[src/rtl/rst_sequencer.sv]
// rst_sequencer
//
// Reset sequencer for the LVDS transceiver. After the PLL reports lock, all
// per-domain resets are held for HOLD_CYCLES. The resets are then released one
// stage at a time in fixed index order (stage 0 first). The sequencer waits for
// each stage's done flag before releasing the next one. If a stage does not
// report done within TIMEOUT_CYCLES, the whole chain is reasserted and the
// sequence is retried. Once MAX_RETRY retries are used up, the sequencer
// latches FAULT and leaves the released stages untouched so they can be debugged.
//
// Ports
//   i_clk         system clock (single domain)
//   i_rst         synchronous active-high reset
//   i_pll_locked  PLL lock, already synchronous to i_clk
//   i_soft_rst    single-cycle request to rerun the whole sequence
//   i_stage_done  per-stage done flags (only the stage being waited on is used)
//   o_rst         per-stage resets, active-high, registered
//   o_ready       all stages released and done (RUN)
//   o_busy        sequence in progress (not RUN and not FAULT)
//   o_fault       retry budget exhausted (FAULT)
//   o_retry_cnt   timeouts seen in the current sequence attempt

module rst_sequencer #(
  parameter int NUM_STAGES     = 3,
  parameter int HOLD_CYCLES    = 16,
  parameter int TIMEOUT_CYCLES = 1024,
  parameter int MAX_RETRY      = 3
) (
  input  logic                  i_clk,
  input  logic                  i_rst,
  input  logic                  i_pll_locked,
  input  logic                  i_soft_rst,
  input  logic [NUM_STAGES-1:0] i_stage_done,
  output logic [NUM_STAGES-1:0] o_rst,
  output logic                  o_ready,
  output logic                  o_busy,
  output logic                  o_fault,
  output logic [3:0]            o_retry_cnt
);

  localparam int HW = (HOLD_CYCLES > 1) ? $clog2(HOLD_CYCLES) : 1;
  localparam int TW = $clog2(TIMEOUT_CYCLES);
  localparam int KW = (NUM_STAGES > 1) ? $clog2(NUM_STAGES) : 1;

  localparam logic [HW-1:0] HOLD_LAST = HW'(HOLD_CYCLES - 1);
  localparam logic [TW-1:0] TMO_LAST  = TW'(TIMEOUT_CYCLES - 1);
  localparam logic [KW-1:0] K_LAST    = KW'(NUM_STAGES - 1);
  localparam logic [3:0]    RETRY_MAX = 4'(MAX_RETRY);

  typedef enum logic [2:0] {
    S_WAIT_LOCK,
    S_HOLD,
    S_RELEASE,
    S_WAIT_DONE,
    S_RUN,
    S_FAULT
  } state_t;

  state_t                state_q, state_d;
  logic [HW-1:0]         hold_cnt_q, hold_cnt_d;
  logic [TW-1:0]         timer_q, timer_d;
  logic [KW-1:0]         k_q, k_d;
  logic [3:0]            retry_d;
  logic [NUM_STAGES-1:0] rst_d;
  logic                  ready_d;
  logic                  busy_d;
  logic                  fault_d;
  logic                  lock_lost;

  // State and output registers
  always_ff @(posedge i_clk) begin
    if (i_rst) begin
      state_q     <= S_WAIT_LOCK;
      hold_cnt_q  <= '0;
      timer_q     <= '0;
      k_q         <= '0;
      o_retry_cnt <= '0;
      o_rst       <= '1;
      o_ready     <= 1'b0;
      o_busy      <= 1'b1;
      o_fault     <= 1'b0;
    end else begin
      state_q     <= state_d;
      hold_cnt_q  <= hold_cnt_d;
      timer_q     <= timer_d;
      k_q         <= k_d;
      o_retry_cnt <= retry_d;
      o_rst       <= rst_d;
      o_ready     <= ready_d;
      o_busy      <= busy_d;
      o_fault     <= fault_d;
    end
  end

  // Lock loss is ignored while already waiting for lock, and it is also
  // ignored in FAULT, where the fault stays latched until a reset.
  assign lock_lost = !i_pll_locked && (state_q != S_WAIT_LOCK) && (state_q != S_FAULT);

  // Next-state, counter and retry bookkeeping
  always_comb begin
    state_d    = state_q;
    hold_cnt_d = hold_cnt_q;
    timer_d    = timer_q;
    k_d        = k_q;
    retry_d    = o_retry_cnt;

    if (lock_lost) begin
      state_d = S_WAIT_LOCK;
      // A soft reset arriving together with lock loss still clears the
      // retry budget. Only its choice of target state is overridden.
      if (i_soft_rst) begin
        retry_d = '0;
      end
    end else if (i_soft_rst) begin
      retry_d    = '0;
      hold_cnt_d = '0;
      state_d    = i_pll_locked ? S_HOLD : S_WAIT_LOCK;
    end else begin
      unique case (state_q)
        S_WAIT_LOCK: begin
          if (i_pll_locked) begin
            hold_cnt_d = '0;
            state_d    = S_HOLD;
          end
        end
        S_HOLD: begin
          if (hold_cnt_q == HOLD_LAST) begin
            k_d     = '0;
            state_d = S_RELEASE;
          end else begin
            hold_cnt_d = hold_cnt_q + HW'(1);
          end
        end
        S_RELEASE: begin
          timer_d = '0;
          state_d = S_WAIT_DONE;
        end
        S_WAIT_DONE: begin
          // A done flag wins over a timeout that expires on the same edge.
          if (i_stage_done[k_q]) begin
            if (k_q == K_LAST) begin
              state_d = S_RUN;
            end else begin
              k_d     = k_q + KW'(1);
              state_d = S_RELEASE;
            end
          end else if (timer_q == TMO_LAST) begin
            if (o_retry_cnt < RETRY_MAX) begin
              retry_d    = o_retry_cnt + 4'd1;
              hold_cnt_d = '0;
              state_d    = S_HOLD;
            end else begin
              state_d = S_FAULT;
            end
          end else begin
            timer_d = timer_q + TW'(1);
          end
        end
        S_RUN:   state_d = S_RUN;
        S_FAULT: state_d = S_FAULT;
        default: state_d = S_WAIT_LOCK;
      endcase
    end
  end

  // Registered-output next values. These are derived from the state being
  // entered, so every output changes on the same edge as its transition.
  always_comb begin
    rst_d   = o_rst;
    ready_d = (state_d == S_RUN);
    busy_d  = (state_d != S_RUN) && (state_d != S_FAULT);
    fault_d = (state_d == S_FAULT);

    unique case (state_d)
      S_WAIT_LOCK, S_HOLD: rst_d = '1;
      S_RUN:               rst_d = '0;
      S_FAULT:             rst_d = o_rst;
      default: begin
        // Leaving RELEASE frees stage k and keeps every lower stage free.
        if ((state_q == S_RELEASE) && (state_d == S_WAIT_DONE)) begin
          for (int unsigned i = 0; i < NUM_STAGES; i++) begin
            rst_d[i] = (i > 32'(k_q));
          end
        end
      end
    endcase
  end

endmodule

[config.mk]
export PLATFORM = sky130hd
export DESIGN_NAME = rst_sequencer
export DESIGN_NICKNAME = d
export VERILOG_FILES = /design/src/rtl/rst_sequencer.sv
export SDC_FILE = /design/constraint.sdc
export NUM_CORES = 1
export LEC_CHECK = 0
export CORE_MARGIN = 2
export CORE_UTILIZATION = 60
export CTS_CLUSTER_SIZE = 20
export DETAILED_ROUTE_END_ITERATION = 7
export PLACE_DENSITY = 0.81
export SYNTH_ARGS = -nofsm -noshare
export SYNTH_HDL_FRONTEND = slang
export SYNTH_SLANG_ARGS = --single-unit
[constraint.sdc]
create_clock -name i_clk -period 6 [get_ports i_clk]
set_input_delay 0.6 -clock i_clk [delete_from_list [all_inputs] [get_ports i_clk]]
set_output_delay 0.6 -clock i_clk [all_outputs]
set_load 0.01 [all_outputs]
==> metrics.md, run 1 <==
| Metric | Value |
|---|---|
| Fin Setup TNS | `0 ns` |
| Vias in the first global route | `1383` |
| Final Hold Fails | `0` |
| GR Overflow Total | `0` |
| Total CTS buffers | `5` |
| Clock Sinks | `29` |
| Hold Crit Class | `flop to flop` |
| Row count | `19` |
| Post-CTS setup buffers | `0` |
| Cell variety after synth | `54` |
| Element type at the critical path end | `flop` |
| Cell Pwr Density | `181 nW/µm²` |
| CTS Hold Bufs | `0` |
| Startpoint types | `flop` |
| Htree depth | `2` |
| CTS Buffer Depth | `2` |
| All-layer global routing usage | `23.4%` |
| Max Cap Viol | `0` |
| Synth Instances | `204` |
| WL/cell | `14.7 µm` |
| Reg clk slew, reported paths | `0.09 ns` |
| Post-synth EDFFs | `0` |
| I/O pins | `17` |
| Root buffer cell | `clkbuf_4` |
| Status | `finished, final reports clean` |
| Drt initial violations | `42` |
| Flops & latches, synth | `29` |
| Final setup skew | `0.00586 ns` |
| RSZ-0062 raised after global routing | `false` |
| Via-per-instance ratio | `6.20` |
| R2R Setup Slk | `2.97 ns` |
| Critical Path RT | `6.24 ns` |
| Via count | `1518` |
| Fin crit period | `3.03 ns` |
| Yosys Warn Count | `0` |
| Drt drc | `0` |
| Die area | `3310 µm²` |
| Worst slew pin tran | `1.15 ns` |
| Net Count, Synth | `216` |
| WS Path Type | `flop to flop` |
| Post-layout util | `68.5%` |
| Routed WL | `3.60 mm` |
| Final ANT Viol Nets | `0` |
| # setup viols final | `0` |
| Fin nets | `226` |
| Period utilisation layout | `50.5%` |
| Arr. time, crit path | `3.27 ns` |
| Max Transition Viols Final | `0` |
| Post-CTS Resized | `0` |
| CP max FO | `17` |
| Max-slew headroom | `23.1%` |
| F_max | `0.330 GHz` |
| DR pass1 iterations | `4` |
| Layout cell share with drive strength beyond 1 | `9.35%` |
| Starting Density | `62.8%` |
| Placer Congestion | `0.966` |
| Clk_lat worst skew | `0.33 ns` |
| Die width | `57.5 µm` |
| Avg Inst Size Synth | `8.42 µm²` |
| Height of the die | `57.5 µm` |
| CTS tree | `done` |
| Maximum vdd drop | `173 µV` |
| Input/output buffers | `16` |
| HPWL after DPL | `2.55 mm` |
| Post-synthesis sequential area ratio | `33.8%` |
| Core Box Area | `2730 µm²` |
| First-pass GRT wire length | `6.02 mm` |
| Area delta synth->final | `8.96%` |
| Initial antenna violation count | `0` |
| Async S/R FF share, synth | `0%` |
| Largest net degree at the start of global routing | `26` |
| Post-synthesis cell area | `1720 µm²` |
| Post-synth top flop | `dfxtp_1` |
| P_leak | `0.621 nW` |
| ANT cells | `0` |
==> worst paths after layout <==
path                   endpoint     startpoint  cells past startpoint
setup / recovery     timer_q[3]     state_q[1]                      6
hold / removal    hold_cnt_q[1]  hold_cnt_q[1]                      2
setup reg to reg     timer_q[3]     state_q[1]                      6
hold reg to reg   hold_cnt_q[1]  hold_cnt_q[1]                      2
==> sequential cells by signal (all words and copies together), names as in the netlist <==
name         cells
timer_q         10
o_retry_cnt      4
o_busy           1
o_ready          1
state_q          3
o_rst            3
k_q              2
hold_cnt_q       4
o_fault          1
==> cell type report <==
type / count / area, µm²
clock buffers: 7 / 55.1
fillers: 230 / 862
inverters: 8 / 30.0
multi-input cells: 154 / 1010
flip-flops and latches: 29 / 581
well taps: 31 / 38.8
repair buffers: 16 / 160
==> routing by layer <==
metal / vias to the layer above / track usage [%] / share of wire [%]
met4: 0 / 9.63 / 1.0
met3: 6 / 7.71 / 4.3
met2: 30 / 37.8 / 47
met5: - / 0 / 0
li1: 771 / - / -
met1: 711 / 28.7 / 47
==> worst max-delay path: stages (launching register included) <==
cell and delay (ns):
dfxtp_1 0.64, nor3b_1 0.98, a31oi_1 0.13, o221ai_1 0.17
o211ai_2 0.30, or4_1 0.53, a21oi_1 0.17
==> layout by cell type (no fill, tap or decap), types with 2 or more instances in the layout <==
cell / synthesis / layout
nand3_1: 8 / 8
nand4_1: 3 / 3
nor2_1: 16 / 16
nor3_1: 7 / 7
or3_1: 6 / 6
and2_1: 2 / 2
dfxtp_1: 29 / 29
inv_1: 8 / 8
nand2_1: 17 / 17
o31a_1: 2 / 2
and3_1: 3 / 3
a22o_1: 2 / 2
nand3b_1: 2 / 2
o21a_1: 3 / 3
ha_1: 5 / 5
clkdlybuf4s50_1: 0 / 16
clkbuf_4: 0 / 5
o211ai_1: 2 / 2
mux2i_1: 3 / 3
a22oi_1: 2 / 2
a31oi_1: 3 / 3
o21ai_0: 12 / 12
nor3b_1: 3 / 3
a21oi_1: 17 / 17
or4_1: 10 / 10
o211ai_2: 2 / 2
==> cell usage after synthesis, types with 2 or more instances <==
cell,n,share of area [%]
o21a_1,3,1.3
mux2i_1,3,1.7
dfxtp_1,29,34
ha_1,5,3.6
o211ai_1,2,0.87
nand2_1,17,3.7
o21ai_0,12,3.5
nor3b_1,3,1.3
nor2_1,16,3.5
buf_6,2,1.3
a21oi_1,17,5.0
o211ai_2,2,1.5
nor3_1,7,2.0
or3_1,6,2.2
nand4_1,3,1.1
a22o_1,2,1.0
buf_4,5,2.2
and3_1,3,1.1
or4_1,10,4.4
inv_1,8,1.7
o31a_1,2,1.0
nand3_1,8,2.3
and2_1,2,0.73
nand3b_1,2,0.87
buf_2,3,0.87
a22oi_1,2,0.87
a31oi_1,3,1.1
==> stage by stage <==
stage / setup WS (ns) / cell area (µm²) / std cells / hold WS (ns) / power (mW)
final: 2.97 / 1870 / 245 / 0.483 / 0.339
after global routing: 2.68 / 1870 / 245 / 0.509 / 0.353
after CTS: 3.00 / 1870 / 245 / 0.484 / 0.343
after detailed placement: 2.92 / 1820 / 238 / 0.460 / 0.224
after global placement: 3.05 / 1820 / 238 / 0.458 / 0.223
after floorplan: 3.84 / 1720 / 204 / 0.449 / 0.218
==> power by group <==
group / leakage (nW) / internal [mW] / total (mW) / switching (mW)
Sequential: 0.234 / 0.193 / 0.195 / 0.00197
Clock: 0.0314 / 0.0552 / 0.120 / 0.0646
Combinational: 0.355 / 0.0105 / 0.0247 / 0.0142
Total: 0.621 / 0.259 / 0.339 / 0.0807
==> logic make-up after synthesis <==
kind of cell    Yosys count  synth area share, %
simple gates             84                 26.5
compound gates           60                 25.4
flops                    29                 33.8
buf+inv                  21                 7.57
fa+ha+maj                 5                 3.64
mux                       4                 2.55
xor+xnor                  1                0.510
Note: power is estimated with default switching activity, not from simulation.
==> inputs of run 2 (changes only) <==
Settings changed: CORE_UTILIZATION 60 to 56, PLACE_DENSITY 0.81 to 0.77.
Clock period 6 ns to 3.2 ns, I/O delays scaled along.
==> metrics.md, run 2 (same netlist as run 1, synthesis figures left out) <==
| Metric | Value |
|---|---|
| P_leak | `0.641 nW` |
| Worst slew pin tran | `0.556 ns` |
| Clk_lat worst skew | `0.33 ns` |
| Layout cell share with drive strength beyond 1 | `11.1%` |
| # setup viols final | `0` |
| CTS Hold Bufs | `0` |
| Regs by FF count | `timer_q: 10 flops, hold_cnt_q: 4 flops, o_retry_cnt: 4 flops` |
| Period utilisation layout | `77.1%` |
| Height of the die | `59.4 µm` |
| I/O pins | `17` |
| Commonest non-fill, non-tap cell in the layout | `dfxtp_1` |
| DR pass1 iterations | `4` |
| Maximum vdd drop | `266 µV` |
| Root buffer cell | `clkbuf_4` |
| Row count | `20` |
| CP cell instances | `nor2b_1 -> o21ai_4 -> a311oi_2 -> o211ai_2 -> or4_1 -> a21oi_1` |
| Starting Density | `57.7%` |
| ANT cells | `0` |
| Fin crit period | `2.47 ns` |
| Register Area | `581 µm²` |
| Initial antenna violation count | `0` |
| Die width | `59.4 µm` |
| WS Path Type | `flop to flop` |
| Routed WL | `3.77 mm` |
| Most frequent cells in the layout | `29 x dfxtp_1, 17 x nand2_1, 17 x a21oi_1, 16 x nor2_1, 16 x clkdlybuf4s50_1` |
| F_max | `0.406 GHz` |
| Hold Crit Class | `flop to flop` |
| Htree depth | `2` |
| Placer Congestion | `0.868` |
| Max FFs per register | `10` |
| Multi-input logic area | `1010 µm²` |
| Final Hold Fails | `0` |
| Critical Path RT | `3.47 ns` |
| WL/cell | `15.1 µm` |
| GR Overflow Total | `0` |
| Total CTS buffers | `5` |
| Hold_sp | `hold_cnt_q[1]` |
| CP max FO | `17` |
| CTS tree | `done` |
| Input/output buffers | `16` |
| Drt initial violations | `107` |
| Max Transition Viols Final | `0` |
| HPWL after DPL | `2.68 mm` |
| Fin nets | `228` |
| Vias in the first global route | `1427` |
| Fillers | `267` |
| All-layer global routing usage | `23.2%` |
| Final setup skew | `0.00762 ns` |
| RSZ-0062 raised after global routing | `false` |
| Slowest cell on the critical path | `dfxtp_1` |
| Reg clk slew, reported paths | `0.09 ns` |
| Fin Setup TNS | `0 ns` |
| Startpoint types | `flop` |
| Element type at the critical path end | `flop` |
| Crit path launch | `state_q[0]` |
| Max Cap Viol | `0` |
| First-pass GRT wire length | `6.11 mm` |
| Largest net degree at the start of global routing | `26` |
| Total power | `0.667 mW` |
| CP peak stage delay | `0.55 ns` |
| CTS Buffer Depth | `2` |
| Largest register by flop count | `timer_q` |
| Post-CTS Resized | `0` |
| Via-per-instance ratio | `6.13` |
| Drt drc | `0` |
| Final ANT Viol Nets | `0` |
| Via count | `1532` |
| Arr. time, crit path | `2.73 ns` |
| Core Box Area | `2980 µm²` |
| Status | `finished, final reports clean` |
| Post-CTS setup buffers | `0` |
| Cell Pwr Density | `350 nW/µm²` |
| Die area | `3530 µm²` |
| FF-to-FF Start | `state_q[0]` |
| Clock Sinks | `29` |
| Area delta synth->final | `10.9%` |
| Max-slew headroom | `62.9%` |
## run 2: cell types whose count changed in the layout (fill, tap and decap cells not counted)
cell / previous run / this run
buf_4: 0 / 2
clkbuf_1: 1 / 0
clkbuf_8: 1 / 2
clkinv_2: 0 / 1
## run 2: worst max-delay path: cells and delay by family, from the launching register on
family	cells	cell delay [ns]
DFF	1	0.55
and+or+nand+nor	2	0.94
AOI/OAI and AO/OA	4	0.91
## run 2: worst paths after layout
path / to / slack [ns] / cells past startpoint
max reg2reg: timer_q[9] / 0.73 / 6
min reg2reg: hold_cnt_q[1] / 0.49 / 2
min: hold_cnt_q[1] / 0.49 / 2
max: timer_q[9] / 0.73 / 6
## run 2: area by class of cell
type                       count  area share, %
timing repair buffer          18           9.20
inverter                       8           1.58
clock inverter                 1          0.263
multi-input combinational    154           52.9
clock buffer                   7           3.42
tap                           33           2.17
sequential                    29           30.5
## run 2: metrics by stage
stage / util (%) / worst slack [ns] / cells / hold WS (ns) / cell area (µm²)
detailed placement: 61.6 / 0.439 / 242 / 0.473 / 1830
global placement: 61.6 / 0.577 / 242 / 0.462 / 1830
CTS: 63.9 / 0.758 / 250 / 0.489 / 1900
global route: 63.9 / 0.551 / 250 / 0.512 / 1900
floorplan: - / 1.24 / 204 / 0.449 / 1720
finish: 63.9 / 0.734 / 250 / 0.492 / 1900
## run 2: power by group
group          leakage, nW  total (mW)  internal, mW  switching, mW
Sequential           0.234       0.365         0.362        0.00321
Combinational        0.365      0.0481        0.0205         0.0276
Clock               0.0413       0.254         0.127          0.126
Total                0.641       0.667         0.510          0.157
## run 2: routing by layer
metal / up-vias / global-route usage, % / share of wire, %
met4: 0 / 9.09 / 1.0
met3: 4 / 6.77 / 4.2
met1: 712 / 27.5 / 45
met5: - / 0 / 0
met2: 33 / 39.2 / 50
li1: 783 / - / -
